`src/rtl/sha1_pkg.sv`:
```
// Shared types, constants and helpers for the SHA-1 core and its message schedule.
package sha1_pkg;

   localparam int unsigned WordW  = 32;
   localparam int unsigned BlockW = 512;
   localparam int unsigned HashW  = 160;
   localparam int unsigned CountW = 7;

   typedef logic [WordW-1:0] word_t;
   typedef word_t [4:0]      hash_t;   // index 4 holds H0 so the packed value is the digest

   localparam hash_t H_INIT = HashW'(160'h67452301_EFCDAB89_98BADCFE_10325476_C3D2E1F0);

   localparam word_t K0 = 32'h5A827999;
   localparam word_t K1 = 32'h6ED9EBA1;
   localparam word_t K2 = 32'h8F1BBCDC;
   localparam word_t K3 = 32'hCA62C1D6;

   typedef enum logic [1:0] {
      IDLE   = 2'd0,
      ROUND  = 2'd1,
      UPDATE = 2'd2,
      DONE   = 2'd3
   } state_t;

   function automatic word_t rotl(input word_t x, input int unsigned n);
      return (x << n) | (x >> (WordW - n));
   endfunction

   function automatic word_t bswap(input word_t x);
      return {x[7:0], x[15:8], x[23:16], x[31:24]};
   endfunction

endpackage

```
`src/rtl/sha1_wsched.sv`:
```
// SHA-1 message schedule: 16-word circular buffer producing W_t, expanded in place for t >= 16.
module sha1_wsched
   import sha1_pkg::*;
#(
   parameter bit ByteSwap = 1'b0
) (
   input  logic              clk,
   input  logic              rst,
   input  logic              load,
   input  logic [BlockW-1:0] block,
   input  logic              step,
   input  logic [CountW-1:0] t,
   output word_t             w_c
);

   word_t      w_q [16];
   word_t      w_new_c;
   logic [3:0] idx;

   assign idx     = t[3:0];
   // 4-bit index arithmetic wraps modulo 16, giving t-3, t-8, t-14 and t-16 slots
   assign w_new_c = rotl(w_q[idx - 4'd3] ^ w_q[idx - 4'd8] ^ w_q[idx - 4'd14] ^ w_q[idx], 1);
   assign w_c     = (t < CountW'(16)) ? w_q[idx] : w_new_c;

   always_ff @(posedge clk) begin
      if (rst) begin
         for (int i = 0; i < 16; i++) w_q[i] <= '0;
      end else if (load) begin
         for (int i = 0; i < 16; i++)
            w_q[i] <= ByteSwap ? bswap(block[BlockW-1-WordW*i -: WordW])
                               : block[BlockW-1-WordW*i -: WordW];
      end else if (step && (t >= CountW'(16))) begin
         w_q[idx] <= w_new_c;
      end
   end

endmodule

```
`src/rtl/sha1_core.sv`:
```
// SHA-1 compression core: one round per cycle, 81 edges from block handshake to digest.
// Define SHA1_CORE_CHAIN_EN to keep H across blocks unless init_i marks a new message.
module sha1_core
   import sha1_pkg::*;
#(
   parameter bit ByteSwap = 1'b0
) (
   input  logic              clk_i,
   input  logic              rst_i,
   input  logic [BlockW-1:0] block_i,
   input  logic              block_valid_i,
   output logic              block_ready_o,
   input  logic              init_i,
   output logic              busy_o,
   output logic [HashW-1:0]  digest_o,
   output logic              digest_valid_o,
   input  logic              digest_ack_i
);

   state_t            state_q, state_d;
   logic [CountW-1:0] t_q;
   hash_t             h_q;
   hash_t             seed_c;
   word_t             a_q, b_q, c_q, d_q, e_q;
   word_t             w_c, f_c, k_c, temp_c;
   logic              ready_q, busy_q, valid_q;
   logic              ready_d, busy_d, valid_d;
   logic              accept_c;

   assign accept_c       = block_valid_i & ready_q;
   assign block_ready_o  = ready_q;
   assign busy_o         = busy_q;
   assign digest_valid_o = valid_q;
   assign digest_o       = h_q;

   sha1_wsched #(.ByteSwap(ByteSwap)) u_wsched (
      .clk   (clk_i),
      .rst   (rst_i),
      .load  (accept_c),
      .block (block_i),
      .step  (state_q == ROUND),
      .t     (t_q),
      .w_c   (w_c)
   );

`ifdef SHA1_CORE_CHAIN_EN
   assign seed_c = init_i ? H_INIT : h_q;
`else
   logic unused_init;
   assign unused_init = init_i;
   assign seed_c      = H_INIT;
`endif

   // State register with registered status outputs
   always_ff @(posedge clk_i) begin
      if (rst_i) begin
         state_q <= IDLE;
         ready_q <= 1'b1;
         busy_q  <= 1'b0;
         valid_q <= 1'b0;
      end else begin
         state_q <= state_d;
         ready_q <= ready_d;
         busy_q  <= busy_d;
         valid_q <= valid_d;
      end
   end

   always_comb begin
      state_d = state_q;
      ready_d = 1'b0;
      busy_d  = 1'b0;
      valid_d = 1'b0;
      unique case (state_q)
         IDLE:    if (block_valid_i) state_d = ROUND;
         ROUND:   if (t_q == CountW'(79)) state_d = UPDATE;
         UPDATE:  state_d = DONE;
         DONE:    if (digest_ack_i) state_d = IDLE;
         default: state_d = IDLE;
      endcase
      ready_d = (state_d == IDLE);
      busy_d  = (state_d == ROUND) || (state_d == UPDATE);
      valid_d = (state_d == DONE);
   end

   // Round function and constant by 20-round group
   always_comb begin
      f_c = b_q ^ c_q ^ d_q;
      k_c = K1;
      if (t_q < CountW'(20)) begin
         f_c = (b_q & c_q) | (~b_q & d_q);
         k_c = K0;
      end else if (t_q < CountW'(40)) begin
         k_c = K1;
      end else if (t_q < CountW'(60)) begin
         f_c = (b_q & c_q) | (b_q & d_q) | (c_q & d_q);
         k_c = K2;
      end else begin
         k_c = K3;
      end
   end

   assign temp_c = rotl(a_q, 5) + f_c + e_q + k_c + w_c;

   always_ff @(posedge clk_i) begin
      if (rst_i) begin
         t_q <= '0;
         h_q <= H_INIT;
         a_q <= '0;
         b_q <= '0;
         c_q <= '0;
         d_q <= '0;
         e_q <= '0;
      end else begin
         unique case (state_q)
            IDLE: begin
               if (block_valid_i) begin
                  t_q <= '0;
                  h_q <= seed_c;
                  a_q <= seed_c[4];
                  b_q <= seed_c[3];
                  c_q <= seed_c[2];
                  d_q <= seed_c[1];
                  e_q <= seed_c[0];
               end
            end
            ROUND: begin
               a_q <= temp_c;
               b_q <= a_q;
               c_q <= rotl(b_q, 30);
               d_q <= c_q;
               e_q <= d_q;
               t_q <= t_q + CountW'(1);
            end
            UPDATE: begin
               h_q <= {h_q[4] + a_q, h_q[3] + b_q, h_q[2] + c_q, h_q[1] + d_q, h_q[0] + e_q};
            end
            default: ;
         endcase
      end
   end

endmodule
```
`config.mk`:
```
export PLATFORM = sky130hd
export DESIGN_NAME = sha1_core
export DESIGN_NICKNAME = d
export VERILOG_FILES = /design/src/rtl/sha1_pkg.sv /design/src/rtl/sha1_wsched.sv /design/src/rtl/sha1_core.sv
export SDC_FILE = /design/constraint.sdc
export NUM_CORES = 2
export LEC_CHECK = 0
export CORE_ASPECT_RATIO = 0.5
export CORE_MARGIN = 1.5
export CORE_UTILIZATION = 52
export CTS_CLUSTER_DIAMETER = 80
export DETAILED_ROUTE_END_ITERATION = 6
export GPL_TIMING_DRIVEN = 0
export PLACE_DENSITY = 0.86
export RECOVER_POWER = 50
export SYNTH_ARGS = -nofsm -noshare
export SYNTH_HDL_FRONTEND = slang
export SYNTH_HIERARCHICAL = 1
export SYNTH_SLANG_ARGS = --single-unit
```
`constraint.sdc`:
```
create_clock -name clk_i -period 7.9 [get_ports clk_i]
set_input_delay 2.37 -clock clk_i [delete_from_list [all_inputs] [get_ports clk_i]]
set_output_delay 2.37 -clock clk_i [all_outputs]
set_load 0.05 [all_outputs]
```
==> results.md <==
### Status
- **result of the run** complete, but fails checks
- **violated checks** DRC, capacitance limit, slew limit

### Yosys
- **cell area after technology mapping** 58900 sq um
- **cell type contributing the most total cell area after synthesis** edfxtp_1
- **dominant cells by area after synthesis** edfxtp_1 26%, mux4_2 17%, dfxtp_1 11%
- **synthesis-stage register bit count** 844
- **Seq/Total Area, Yosys** 37.4%
- **Mapped Cells** 5376
- **Synth top area share** 26.1%
- **share of synthesized cell area in full adder, half adder and majority cells** 8.51%
- **share of synthesized cell area in and, or, nand and nor gates** 10.2%
- **main combinational cell family by area after synthesis** multiplexers
- **Post-Synthesis Mean Instance Area** 11.0 sq um
- **share of flip-flops with an asynchronous set or reset** 0%
- **multiplexer share of the synthesized area** 19.2%
- **yosys synthesis warning count** 6
- **most common flop cell mapped by yosys** edfxtp_1
- **Post-synth EDFFs** 512
- **area fraction in compound gates after synthesis** 15.3%
- **parity-gate share of the synthesized area counting xor and xnor cells** 4.54%
- **number of nets produced by synthesis** 6219
- **number of different library cells in the post-synthesis netlist** 91

### Worst hold path
- **type of the tightest min-delay check** reg2reg

### Placed design
- **minimum setup slack after placement** -2.51 ns
- **final weighted congestion of routability-driven global placement** 1.10
- **Detail Placement HPWL** 207000 um
- **count of buffers inserted at the top-level ports** 678
- **post-placement cell area** 68000 sq um

### Floorplanning
- **core area** 113000 sq um
- **floorplan die width** 479 um
- **number of top-level design ports** 680
- **die height** 241 um
- **starting utilization of the core area** 52.4%
- **Rows** 87
- **overall die area** 116000 sq um

### STA
- **maximum achievable frequency** 128 MHz
- **Final Hold Fails** 0
- **Final TNS setup** 0 ns
- **actual transition at the worst max-transition pin** 1.60 ns
- **minimum clock period after layout** 7.83 ns
- **count of final max-slew check failures** 22
- **slew margin rel.** -6.70%
- **slack of the critical path** 0.0652 ns
- **count of endpoints failing setup in the final report** 0
- **worst clock skew** 0.0277 ns
- **period utilisation layout** 99.2%
- **Worst Hold Slack** 0.477 ns

### Clock network
- **TritonCTS clock tree** yes
- **clock buffers created by TritonCTS** 82
- **Clock Root Buffer** clkbuf_16
- **Clock Latency Late Sink** 0.74 ns
- **H-Tree Depth** 3
- **clock-pin slew reported for the worst setup and hold paths after clock tree synthesis** 0.07 ns
- **# hold bufs at CTS** 0
- **clock tree buffer depth** 3
- **total clock sinks** 844

### Worst setup path
- **Worst Setup Start Kind** flip-flop
- **Setup crit end kind** flip-flop
- **worst path required time** 8.53 ns
- **highest fanout seen on the critical path** 10
- **Most common cell on crit path** xnor2_2
- **delay of the slowest cell on the worst path** 0.87 ns
- **Crit path arrival time** 8.46 ns
- **critical path type** reg2reg
- **master of the slowest instance on the critical path** clkbuf_1

### Route
- **total via count after detailed routing** 57110
- **router iterations before antenna repair** 7
- **final routed DRC violation total** 94
- **vias per std cell** 7.32
- **DRC violation total after the first TritonRoute iteration** 11275
- **remaining antenna violation count after routing** 0
- **total wire length** 285000 um
- **routed wirelength normalized by instance count** 36.5 um

### Finish
- **Area Growth Syn to Fin** 22.2%
- **number of fill cells** 8688
- **post-route cell area** 72100 sq um
- **fraction of final layout cells with drive strength greater than 1** 15.9%
- **combined area of the multi-input logic cells** 34600 sq um
- **Total Nets Final** 7047
- **flip-flop and latch area** 22000 sq um

### Power and ir drop
- **post-route total power** 15900 uW
- **total power density per cell area** 221 nW/um^2
- **maximum ir drop on the vdd rail** 0.000195 V
- **static leakage** 0.0275 uW

### Global routing
- **via count of the first global-routing pass** 53741
- **wire length of the first global-routing pass** 386000 um
- **largest net degree at the start of global routing** 33
- **total track usage** 47.8%
- **remaining global-route overflow** 0
- **initial antenna violation count** 23

### Job
- **MaxCap Viol Count** 2

==> layer usage <==
layer,vias up,wire length (um),global-route usage [%]
met3,1782,52600,27.1
met5,-,632,1.96
met2,6370,114000,67.4
met4,30,28700,36.1
met1,26957,88600,53.7
li1,21971,-,-
==> state kept, by name (all words and copies together), names as in the netlist <==
| signal | flops |
|---|---|
| digest_valid_o | 1 |
| d_q | 32 |
| block_ready_o | 1 |
| t_q | 7 |
| e_q | 32 |
| u_wsched/w_q | 512 |
| busy_o | 1 |
| digest_o | 160 |
| state_q | 2 |
| a_q | 32 |
| c_q | 32 |
| b_q | 32 |
==> cells in the mapped netlist, types with 9 or more instances <==
cell	n
xor2_1	73
nand3_1	58
a221oi_1	27
o22ai_1	41
ha_1	201
o21ai_1	292
a31oi_1	9
inv_1	255
clkbuf_1	266
nor2b_1	30
nand4_1	12
buf_2	59
or2_2	10
buf_4	22
o21bai_1	28
a211oi_1	24
edfxtp_1	512
nand2b_1	24
nor2_1	292
o21a_1	41
buf_1	26
o211ai_1	13
nand3b_1	198
a22oi_1	106
a21o_1	80
dfxtp_1	332
a22o_1	10
mux4_2	433
fa_1	125
nor3_1	52
o31ai_1	11
mux2_2	9
nand2_1	514
a21oi_1	243
xnor2_1	119
a211o_1	11
and2_1	15
and3_1	22
o221a_2	64
or3_1	17
buf_6	28
mux2i_1	144
o21ai_0	357
xnor2_2	61
==> cell type report <==
class | instances | share of cell area [%]
clock buffer | 108 | 3.18
timing repair buffer | 754 | 10.6
sequential | 844 | 30.6
antenna | 20 | 0.0695
buffer | 394 | 3.06
inverter | 258 | 1.36
clock inverter | 40 | 0.561
tap | 1513 | 2.63
multi-input combinational | 3870 | 48.0
==> power by group <==
part           switching [uW]  leakage [uW]  total, uW  internal (uW)
logic                    3540        0.0179       6180           2640
registers                 506       0.00822       5540           5040
clock network            1920       0.00132       4220           2300
total                    5970        0.0275      15900           9980
==> critical path, delay by kind of cell, from the launching register on <==
| family | cells | cell delay (ns) |
|---|---|---|
| buf+inv | 7 | 1.75 |
| compound gates | 5 | 1.56 |
| mux | 1 | 0.45 |
| fa+ha+maj | 5 | 2.05 |
| flops | 1 | 0.46 |
| simple gates | 3 | 0.65 |
| xor+xnor | 4 | 0.78 |
==> repair_timing <==
action / in CTS / in global routing
pin swaps: 22 / 43
setup buffers: 30 / 31
setup endpoints to repair: 30 / 18
resized for setup: 164 / 80
endpoints found under the hold margin: 0 / 0
==> layout by cell type, fill, tap and decap left out, drive strengths merged, types with 27 or more instances in the layout <==
cell	n
a21oi	249
fa	125
nor2b	30
clkinv	27
buf	191
edfxtp	512
xnor2	180
mux4	433
inv	258
mux2i	145
a221oi	29
nor2	292
nand3	58
o21bai	28
dlygate4sd3	165
nand3b	198
a22oi	107
clkdlybuf4s50	513
clkbuf	386
nor3	52
o21a	41
a211oi	27
o221a	64
a21o	83
nand2	514
dfxtp	332
xor2	73
o22ai	41
ha	201
o21ai	649
==> cells by family after synthesis <==
| kind of cell | Yosys count |
|---|---|
| AOI/OAI and AO/OA | 1442 |
| adders and majority gates | 326 |
| xor gates and xnor gates | 253 |
| buffers and inverters | 662 |
| muxes | 588 |
| DFF | 844 |
| and+or+nand+nor | 1261 |
==> through the flow <==
stage          utilization [%]  std cells
2_1_floorplan                -       5376
3_3_place_gp              60.1       7567
3_5_place_dp              60.4       7582
4_1_cts                   63.6       7757
5_1_grt                   64.0       7787
6_report                  64.0       7801
==> path summary, 6_finish.rpt <==
kind / start / endpoint / slack [ns] / cells after the start
max: t_q[2] / a_q[29] / 0.07 / 25
max reg2reg: t_q[2] / a_q[29] / 0.07 / 25
min: digest_o[19] / digest_o[19] / 0.48 / 2
min reg2reg: digest_o[19] / digest_o[19] / 0.48 / 2
Note: power is estimated with default switching activity, not from simulation.
